==> src/rtl/count_direction_decoder_if.sv <==
// Sample/result bundle between an observed counter stream and the direction decoder.
// master drives samples and reads results; slave is the decoder side.
interface count_direction_decoder_if #(
    parameter int unsigned N = 2
);
    logic         valid_in;
    logic [N-1:0] count_in;
    logic         up_or_down;
    logic         locked;
    logic         dir_change;
    logic         step_err;
    logic         hold;
    logic [15:0]  step_cnt;

    modport master (
        output valid_in, count_in,
        input  up_or_down, locked, dir_change, step_err, hold, step_cnt
    );

    modport slave (
        input  valid_in, count_in,
        output up_or_down, locked, dir_change, step_err, hold, step_cnt
    );
endinterface

==> src/rtl/count_direction_decoder.sv <==
// Recovers counting direction and lock status from an observed N-bit count stream,
// classifying each sample as +1, -1, hold or illegal jump (mod 2^N).
module count_direction_decoder #(
    parameter int unsigned N    = 2,
    parameter int unsigned LOCK = 2
) (
    input  logic                      clk,
    input  logic                      rst_n,
    count_direction_decoder_if.slave  bus
);

    typedef enum logic [1:0] {
        ACQ    = 2'd0,
        SEEK   = 2'd1,
        LOCKED = 2'd2
    } state_e;

    localparam logic [3:0]   LOCK_R = 4'(LOCK);
    localparam logic [N-1:0] ONE    = {{(N-1){1'b0}}, 1'b1};

    state_e       state_q, state_d;
    logic [N-1:0] prev_q, prev_d;
    logic [3:0]   run_q, run_d;
    logic         up_q, up_d;
    logic         locked_q, locked_d;
    logic         dir_change_q, dir_change_d;
    logic         step_err_q, step_err_d;
    logic         hold_q, hold_d;
    logic [15:0]  step_cnt_q, step_cnt_d;

    logic [N-1:0] diff;
    logic         is_up, is_dn, is_hold;
    logic [3:0]   run_inc;

    // Modular difference: wrap (max -> 0) is an ordinary +1 step.
    assign diff    = bus.count_in - prev_q;
    assign is_up   = (diff == ONE);
    assign is_dn   = (diff == '1);
    assign is_hold = (diff == '0);
    assign run_inc = (run_q >= LOCK_R) ? LOCK_R : run_q + 4'd1;

    always_comb begin
        state_d      = state_q;
        prev_d       = prev_q;
        run_d        = run_q;
        up_d         = up_q;
        locked_d     = locked_q;
        dir_change_d = 1'b0;
        step_err_d   = 1'b0;
        hold_d       = hold_q;
        step_cnt_d   = step_cnt_q;

        if (bus.valid_in) begin
            prev_d = bus.count_in;
            if (state_q == ACQ) begin
                state_d = SEEK;
                run_d   = '0;
            end else if (is_hold) begin
                hold_d = 1'b1;
            end else if (is_up || is_dn) begin
                hold_d     = 1'b0;
                step_cnt_d = step_cnt_q + 16'd1;
                if (state_q == LOCKED) begin
                    if (is_up != up_q) begin
                        up_d         = is_up;
                        dir_change_d = 1'b1;
                        run_d        = 4'd1;
                        // With LOCK=1 a single reversed step already re-confirms the lock.
                        if (LOCK != 1) begin
                            state_d  = SEEK;
                            locked_d = 1'b0;
                        end
                    end
                end else begin
                    if ((run_q != '0) && (is_up == up_q)) begin
                        run_d = run_inc;
                    end else begin
                        run_d = 4'd1;
                        up_d  = is_up;
                    end
                    if (run_d >= LOCK_R) begin
                        state_d  = LOCKED;
                        locked_d = 1'b1;
                    end
                end
            end else begin
                step_err_d = 1'b1;
                hold_d     = 1'b0;
                run_d      = '0;
                locked_d   = 1'b0;
                state_d    = SEEK;
            end
        end
    end

    always_ff @(posedge clk or negedge rst_n) begin
        if (!rst_n) begin
            state_q      <= ACQ;
            prev_q       <= '0;
            run_q        <= '0;
            up_q         <= 1'b1;
            locked_q     <= 1'b0;
            dir_change_q <= 1'b0;
            step_err_q   <= 1'b0;
            hold_q       <= 1'b0;
            step_cnt_q   <= '0;
        end else begin
            state_q      <= state_d;
            prev_q       <= prev_d;
            run_q        <= run_d;
            up_q         <= up_d;
            locked_q     <= locked_d;
            dir_change_q <= dir_change_d;
            step_err_q   <= step_err_d;
            hold_q       <= hold_d;
            step_cnt_q   <= step_cnt_d;
        end
    end

    assign bus.up_or_down = up_q;
    assign bus.locked     = locked_q;
    assign bus.dir_change = dir_change_q;
    assign bus.step_err   = step_err_q;
    assign bus.hold       = hold_q;
    assign bus.step_cnt   = step_cnt_q;

endmodule

==> src/flat_wrapper.sv <==
// flat-port wrapper written by rule: the top's interface ports become plain ports
module count_direction_decoder_flat 
#(
    parameter int unsigned N    = 2,
    parameter int unsigned LOCK = 2
)
  (clk, rst_n, bus_valid_in, bus_count_in, bus_up_or_down, bus_locked, bus_dir_change, bus_step_err, bus_hold, bus_step_cnt);
  count_direction_decoder_if #(.N(N)) bus_i ();
  input  logic clk;
  input  logic rst_n;
  input wire logic [$bits(bus_i.valid_in)-1:0] bus_valid_in;
  input wire logic [$bits(bus_i.count_in)-1:0] bus_count_in;
  output wire logic [$bits(bus_i.up_or_down)-1:0] bus_up_or_down;
  output wire logic [$bits(bus_i.locked)-1:0] bus_locked;
  output wire logic [$bits(bus_i.dir_change)-1:0] bus_dir_change;
  output wire logic [$bits(bus_i.step_err)-1:0] bus_step_err;
  output wire logic [$bits(bus_i.hold)-1:0] bus_hold;
  output wire logic [$bits(bus_i.step_cnt)-1:0] bus_step_cnt;
  assign bus_i.valid_in = bus_valid_in;
  assign bus_i.count_in = bus_count_in;
  assign bus_up_or_down = bus_i.up_or_down;
  assign bus_locked = bus_i.locked;
  assign bus_dir_change = bus_i.dir_change;
  assign bus_step_err = bus_i.step_err;
  assign bus_hold = bus_i.hold;
  assign bus_step_cnt = bus_i.step_cnt;
  count_direction_decoder #(.N(N), .LOCK(LOCK)) u_core (.clk(clk), .rst_n(rst_n), .bus(bus_i));
endmodule
==> config.mk <==
export PLATFORM = sky130hd
export DESIGN_NAME = count_direction_decoder_flat
export DESIGN_NICKNAME = d
export VERILOG_FILES = /design/src/rtl/count_direction_decoder_if.sv /design/src/rtl/count_direction_decoder.sv /design/src/flat_wrapper.sv
export SDC_FILE = /design/constraint.sdc
export NUM_CORES = 1
export LEC_CHECK = 0
export CORE_MARGIN = 3
export CORE_UTILIZATION = 47
export CTS_BUF_LIST = sky130_fd_sc_hd__clkbuf_8
export CTS_CLUSTER_DIAMETER = 60
export CTS_CLUSTER_SIZE = 20
export DETAILED_ROUTE_END_ITERATION = 6
export HOLD_SLACK_MARGIN = 0.05
export PLACE_DENSITY = 0.75
export REMOVE_ABC_BUFFERS = 1
export SLEW_MARGIN = 20
export SYNTH_ARGS = -nofsm -noshare
export SYNTH_HDL_FRONTEND = slang
export SYNTH_SLANG_ARGS = --single-unit
==> constraint.sdc <==
create_clock -name clk -period 3.5 [get_ports clk]
set_clock_uncertainty 0.2 [all_clocks]
set_input_delay 0.35 -clock clk [delete_from_list [all_inputs] [get_ports clk]]
set_output_delay 0.35 -clock clk [all_outputs]
set_load 0.01 [all_outputs]
After elaboration in Yosys (flattened, before gate mapping)
Index checks and enable logic that the tools add are counted.

word-level totals
  bits in registers = 29
  word-level logic and storage cells = 75
  input port bits = 5

cells by class
  reductions and logical operators = 11
  eq/ne operators = 12
  add/subtract/negate cells = 3
  multiplexer cells = 36
  bitwise logic cells = 2
  magnitude comparators = 2

operators with widths
  operator                                                           number
  2-to-1 mux 4 bit                                                   12
  2-to-1 mux 1 bit                                                   18
  adder 16 x 1 -> 16 bit, second input constant                      1
  2-to-1 mux 2 bit                                                   6
  greater-or-equal comparator 4 x 2 -> 1 bit, second input constant  2
  != test 4 x 3 -> 1 bit, second input constant                      2
  AND reduction 4 bit                                                2
  != test 3 bit, second input constant                               2
  AND reduction 6 bit                                                1
  AND reduction 5 bit                                                1
  adder 4 x 1 -> 4 bit, second input constant                        1
  equality test 2 bit, second input constant                         2
  logical NOT 2 bit                                                  2
  != test 2 bit, second input constant                               2
  nonzero test 4 bit                                                 1
  AND reduction 3 bit                                                1
  equality test 2 x 1 -> 1 bit, second input constant                1
  != test 2 x 1 -> 1 bit, second input constant                      1
  inverter 1 bit                                                     2
  AND reduction 2 bit                                                1
  subtractor 2 bit                                                   1
  equality test 1 bit                                                1
  logical AND 1 bit                                                  1
  logical OR 1 bit                                                   1
  != test 1 bit                                                      1

Logic depth before layout (Yosys ltp)
  depth in word-level cells = 16
  depth in mapped cells = 8
  mapped depth without buffers = 7

Worst setup path before layout
Ideal clock, no wire load.

  path type = input-to-reg
  start point = in bus_count_in[0]
  end point = reg u_core.run_q[2]
  arrival = 1.743 ns
  required time = 3.175 ns
  setup slack = 1.432 ns
  stages = 7
  library setup time = 0.125 ns
  cells stage by stage = inv_1 -> ha_1 -> buf_2 -> o31ai_1 -> o31ai_2 -> o21ai_2 -> mux2_2

on the way
  word-level cells in the longest chain between the ends = 14
  elaborated cells on any way between the ends = 21
  classes of those cells = add/sub: 1; eq/ne: 6; mux: 10; reduce/logical: 4

RTL lines
  element                       line                            RTL
  start, declared               flat_wrapper.sv:12              input wire logic [$bits(bus_i.count_in)-1:0] bus_count_in;
  subtractor 2 bit *            count_direction_decoder.sv:36   assign diff = bus.count_in - prev_q;
  equality test 2 x 1 -> 1 bit  count_direction_decoder.sv:37   assign is_up = (diff == ONE);
  equality test 1 bit           count_direction_decoder.sv:75   if ((run_q != '0) && (is_up == up_q)) begin
  logical AND 1 bit             count_direction_decoder.sv:75
  2-to-1 mux 4 bit              count_direction_decoder.sv:75
  2-to-1 mux 4 bit              count_direction_decoder.sv:63   if (state_q == LOCKED) begin
  2-to-1 mux 4 bit              count_direction_decoder.sv:60   end else if (is_up || is_dn) begin
  2-to-1 mux 4 bit              count_direction_decoder.sv:58   end else if (is_hold) begin
  2-to-1 mux 4 bit              count_direction_decoder.sv:55   if (state_q == ACQ) begin
  2-to-1 mux 4 bit              count_direction_decoder.sv:53   if (bus.valid_in) begin
  2-to-1 mux 4 bit              count_direction_decoder.sv:63
  2-to-1 mux 4 bit              count_direction_decoder.sv:60
  2-to-1 mux 4 bit              count_direction_decoder.sv:58
  2-to-1 mux 4 bit              count_direction_decoder.sv:55
  end signal, assigned          count_direction_decoder.sv:110  run_q <= run_d;
  end, declared                 count_direction_decoder.sv:23   logic [3:0] run_q, run_d;

Mark *: on every way between the ends. The rest lies on a longest branch, timed or not. The select of a mux whose other input is x is not followed.
A chain may end at the register's enable or synchronous reset.

Worst setup path in the final report
  start point = in bus_count_in[0]
  end point = reg u_core.step_cnt_q[15], in the netlist u_core.bus.step_cnt[15]

on the way
  word-level cells in the longest chain between the ends = 4
  elaborated cells on any way between the ends = 7
  classes of those cells = add/sub: 1; eq/ne: 2; bitwise: 1; reduce/logical: 3

RTL lines
  element                                                    line                            RTL
  subtractor 2 bit *                                         count_direction_decoder.sv:36
  equality test 2 x 1 -> 1 bit (tied with other cells)       count_direction_decoder.sv:37
  logical OR 1 bit / inverter 1 bit (equally long branches)  -
  AND reduction 4 bit (no line) *                            -
  end signal, assigned                                       count_direction_decoder.sv:116  step_cnt_q <= step_cnt_d;
  end, declared                                              count_direction_decoder.sv:29   logic [15:0] step_cnt_q, step_cnt_d;

Mark *: on every way between the ends. The rest lies on a longest branch, timed or not.

==> results.sh <==
export IMPL_crit_path_end_kind="flop"
export IMPL_overflow=0
export IMPL_path_depth=8
export IMPL_max_freq_mhz=385
export IMPL_slowest_delay_ps=470
export IMPL_path_buf_inv=2
export IMPL_fin_ws_ps=903
export IMPL_cts_buffers=5
export IMPL_fin_crit_ps=2600
export IMPL_slew_violations=0
export IMPL_path_max_fanout=12
export IMPL_cts_hold_fix_buffers=0
export IMPL_clk_path_buf_depth=2
export IMPL_track_usage_pct=17.4
export IMPL_drive_gt1_share_pct=11.8
export IMPL_grt_pass1_wl_um=5460
export IMPL_hold_viol_final=0
export IMPL_synth_cell_area_um2=1500
export IMPL_place_ws_ps=616
export IMPL_outcome="finished, final reports clean"
export IMPL_synthArstFlopShare_pct=100
export IMPL_wire_per_inst_um=14.0
export IMPL_wl_um=2960
export IMPL_grt_antenna_before_repair=0
export IMPL_crit_slowest_cell="clkdlybuf4s50_1"
export IMPL_die_area_um2=3910
export IMPL_cp_required_ps=3460
export IMPL_fill_cells=242
export IMPL_hold_path_class="input pin to asynchronous set/reset pin"
export IMPL_rsz0062_at_grt="false"
export IMPL_synthDistinctLibCells=39
export IMPL_cts_sinks=29
export IMPL_initial_core_util_pct=51.9
export IMPL_post_cts_repair_setup_buffers=0
export IMPL_seqPwrFrac_pct=40.8
export IMPL_synthXorXnorAreaFrac_pct=12.1
export IMPL_seq_area_frac_synth_pct=48.3
export IMPL_worst_pin_slew_ps=476
export IMPL_antennaDiodeCount=0
export IMPL_slew_limit_headroom_pct=68.2
export IMPL_path_clk_slew_ps=60
export IMPL_worstSkewPairLatency_ps=280
export IMPL_vias=1175
export IMPL_switching_share_pct=34.8
export IMPL_yosys_area_share_simple_pct=15.2
export IMPL_ys_warn_count=0
export IMPL_fin_util_pct=65.5
export IMPL_powerDensity_nw_per_um2=636
export IMPL_synth_seq_cells=29
export IMPL_cp_cell_sequence="clkdlybuf4s50_1 > inv_1 > ha_1 > nand2b_1 > or3b_1 > nor3_2 > nand3_1 > xnor2_1"
export IMPL_nets=178
export IMPL_routabilityCongestion=0.787
export IMPL_synth_top_flop_cell="dfrtp_1"
export IMPL_leakage_nw=0.833
export IMPL_die_w_um=62.6
export IMPL_yosys_area_share_adder_pct=4.16
export IMPL_grt_max_degree=30
export IMPL_hpwlAfterDp_um=2140
export IMPL_netlist_instances=138
export IMPL_vias_per_cell=5.57
export IMPL_grt_pass1_vias=1214
export IMPL_internal_power_mw=0.788
export IMPL_drc=0
export IMPL_synth_avg_cell_area_um2=10.9
export IMPL_rrSetupSlack_ps=1120
export IMPL_totalPowerFinal_mw=1.21
export IMPL_dr_pass1_iters=5
export IMPL_crit_family="simple AND/OR/NAND/NOR gates"
export IMPL_cp_start_kind="input pin"
export IMPL_area_growth_pct=26.3
export IMPL_synth_edf_count=0
export IMPL_fp_dieH_um=62.6
export IMPL_vdd_ir_drop_worst_mv=0.343
export IMPL_clock_root_buffer="clkbuf_8"
export IMPL_io_pins=26
export IMPL_coreArea_um2=2900
export IMPL_cts_tree="done"
export IMPL_crit_type="input pin to flop"
export IMPL_finalSetupViolCount=0
export IMPL_drtIter0Drc=69
export IMPL_synth_area_mux_share_pct=3.74
export IMPL_antenna_left=0
export IMPL_post_cts_resized=0
export IMPL_multi_input_area_um2=727
export IMPL_p_sw_mw=0.421
export IMPL_synth_top_family_by_area="simple AND/OR/NAND/NOR gates"
export IMPL_synth_compound_area_share_pct=13.1
export IMPL_setup_tns_ps=0
export IMPL_rows=19
export IMPL_p_clk_share_pct=25.1
export IMPL_r2r_cells=6
export IMPL_numPortBuffers=25
export IMPL_arrival_ps=2560
export IMPL_seqCellArea_um2=727
export IMPL_maxCapViolations=0
export IMPL_combPwrFrac_pct=34.1
export IMPL_htreeDepth=2
export IMPL_timing_final_crit_share_pct=74.2
[layout by cell type (no fill, tap or decap), drive strengths merged, types with 6 or more instances in the layout]
| cell type | netlist | routed |
|---|---|---|
| clkbuf | 2 | 7 |
| clkdlybuf4s50 | 0 | 25 |
| dfrtp | 28 | 28 |
| inv | 7 | 7 |
| nand2 | 8 | 8 |
| nor2 | 8 | 8 |
| nor3 | 7 | 7 |
| o21ai | 12 | 12 |
| xnor2 | 12 | 12 |
| xor2 | 6 | 6 |
[worst paths after layout]
path	startpoint	end
min	rst_n	u_core.bus.step_cnt[1]
min in group clk	u_core.bus.step_cnt[15]	u_core.bus.step_cnt[15]
min reg2reg	u_core.bus.step_cnt[15]	u_core.bus.step_cnt[15]
max	bus_count_in[0]	u_core.bus.step_cnt[15]
max in group asynchronous	rst_n	u_core.bus.up_or_down
max reg2reg	u_core.prev_q[0]	u_core.bus.step_cnt[15]
[sequential cells by signal, indices dropped and copies added, names as in the netlist]
| signal | flops |
|---|---|
| u_core.state_q | 2 |
| u_core.bus.hold | 1 |
| u_core.bus.step_err | 1 |
| u_core.bus.step_cnt | 16 |
| u_core.prev_q | 2 |
| u_core.bus.up_or_down | 1 |
| u_core.run_q | 4 |
| u_core.bus.locked | 1 |
| u_core.bus.dir_change | 1 |
[kinds of logic after synthesis]
kind of cell               after synthesis
AOI/OAI and AO/OA                       25
xor gates and xnor gates                19
adders and majority gates                5
buffers and inverters                   11
DFF                                     29
muxes                                    5
and+or+nand+nor                         44
[power by group through the flow]
stage	logic, mW	registers (mW)	clock network [mW]
2_1_floorplan	0.237	0.496	0
3_3_place_gp	0.397	0.492	0
3_5_place_dp	0.414	0.497	0
4_1_cts	0.414	0.493	0.310
5_1_grt	0.457	0.507	0.326
6_report	0.412	0.493	0.303
[cell usage after synthesis, types with 2 or more instances]
library cell / number / area share (%)
nor3_1: 6 / 2.0
and3_1: 4 / 1.7
nand2b_1: 2 / 0.83
o21ai_0: 10 / 3.3
dfrtp_1: 28 / 47
xor2_1: 6 / 3.5
nor2_1: 8 / 2.0
mux2_2: 4 / 3.0
clkbuf_1: 2 / 0.50
xnor2_1: 12 / 7.0
nand3_1: 5 / 1.7
ha_1: 5 / 4.2
nand2_1: 8 / 2.0
nand4_1: 5 / 2.1
o31ai_1: 3 / 1.5
inv_1: 7 / 1.7
[through the flow]
step | instances | hold slack (ps) | area (um^2)
finish | 211 | 247 | 1900
global route | 211 | 266 | 1900
CTS | 211 | 251 | 1900
detailed placement | 203 | 280 | 1800
global placement | 203 | 267 | 1800
floorplan | 134 | -146 | 1480
[per-layer routing]
| layer | vias up | GRT usage (%) | wire length (um) |
|---|---|---|---|
| li1 | 552 | - | - |
| met1 | 581 | 20.6 | 1280 |
| met2 | 37 | 29.3 | 1470 |
| met3 | 5 | 4.86 | 179 |
| met4 | 0 | 7.44 | 35 |
| met5 | - | 0 | 0 |
[area by class of cell]
| type | instances | area share, % |
|---|---|---|
| multi-input cells | 98 | 38.3 |
| flip-flops and latches | 29 | 38.3 |
| clock buffers | 7 | 5.07 |
| clock inverters | 1 | 0.264 |
| well taps | 42 | 2.77 |
| inverters | 7 | 1.38 |
| repair buffers | 27 | 14.0 |
(Power assumes the default switching activity.)
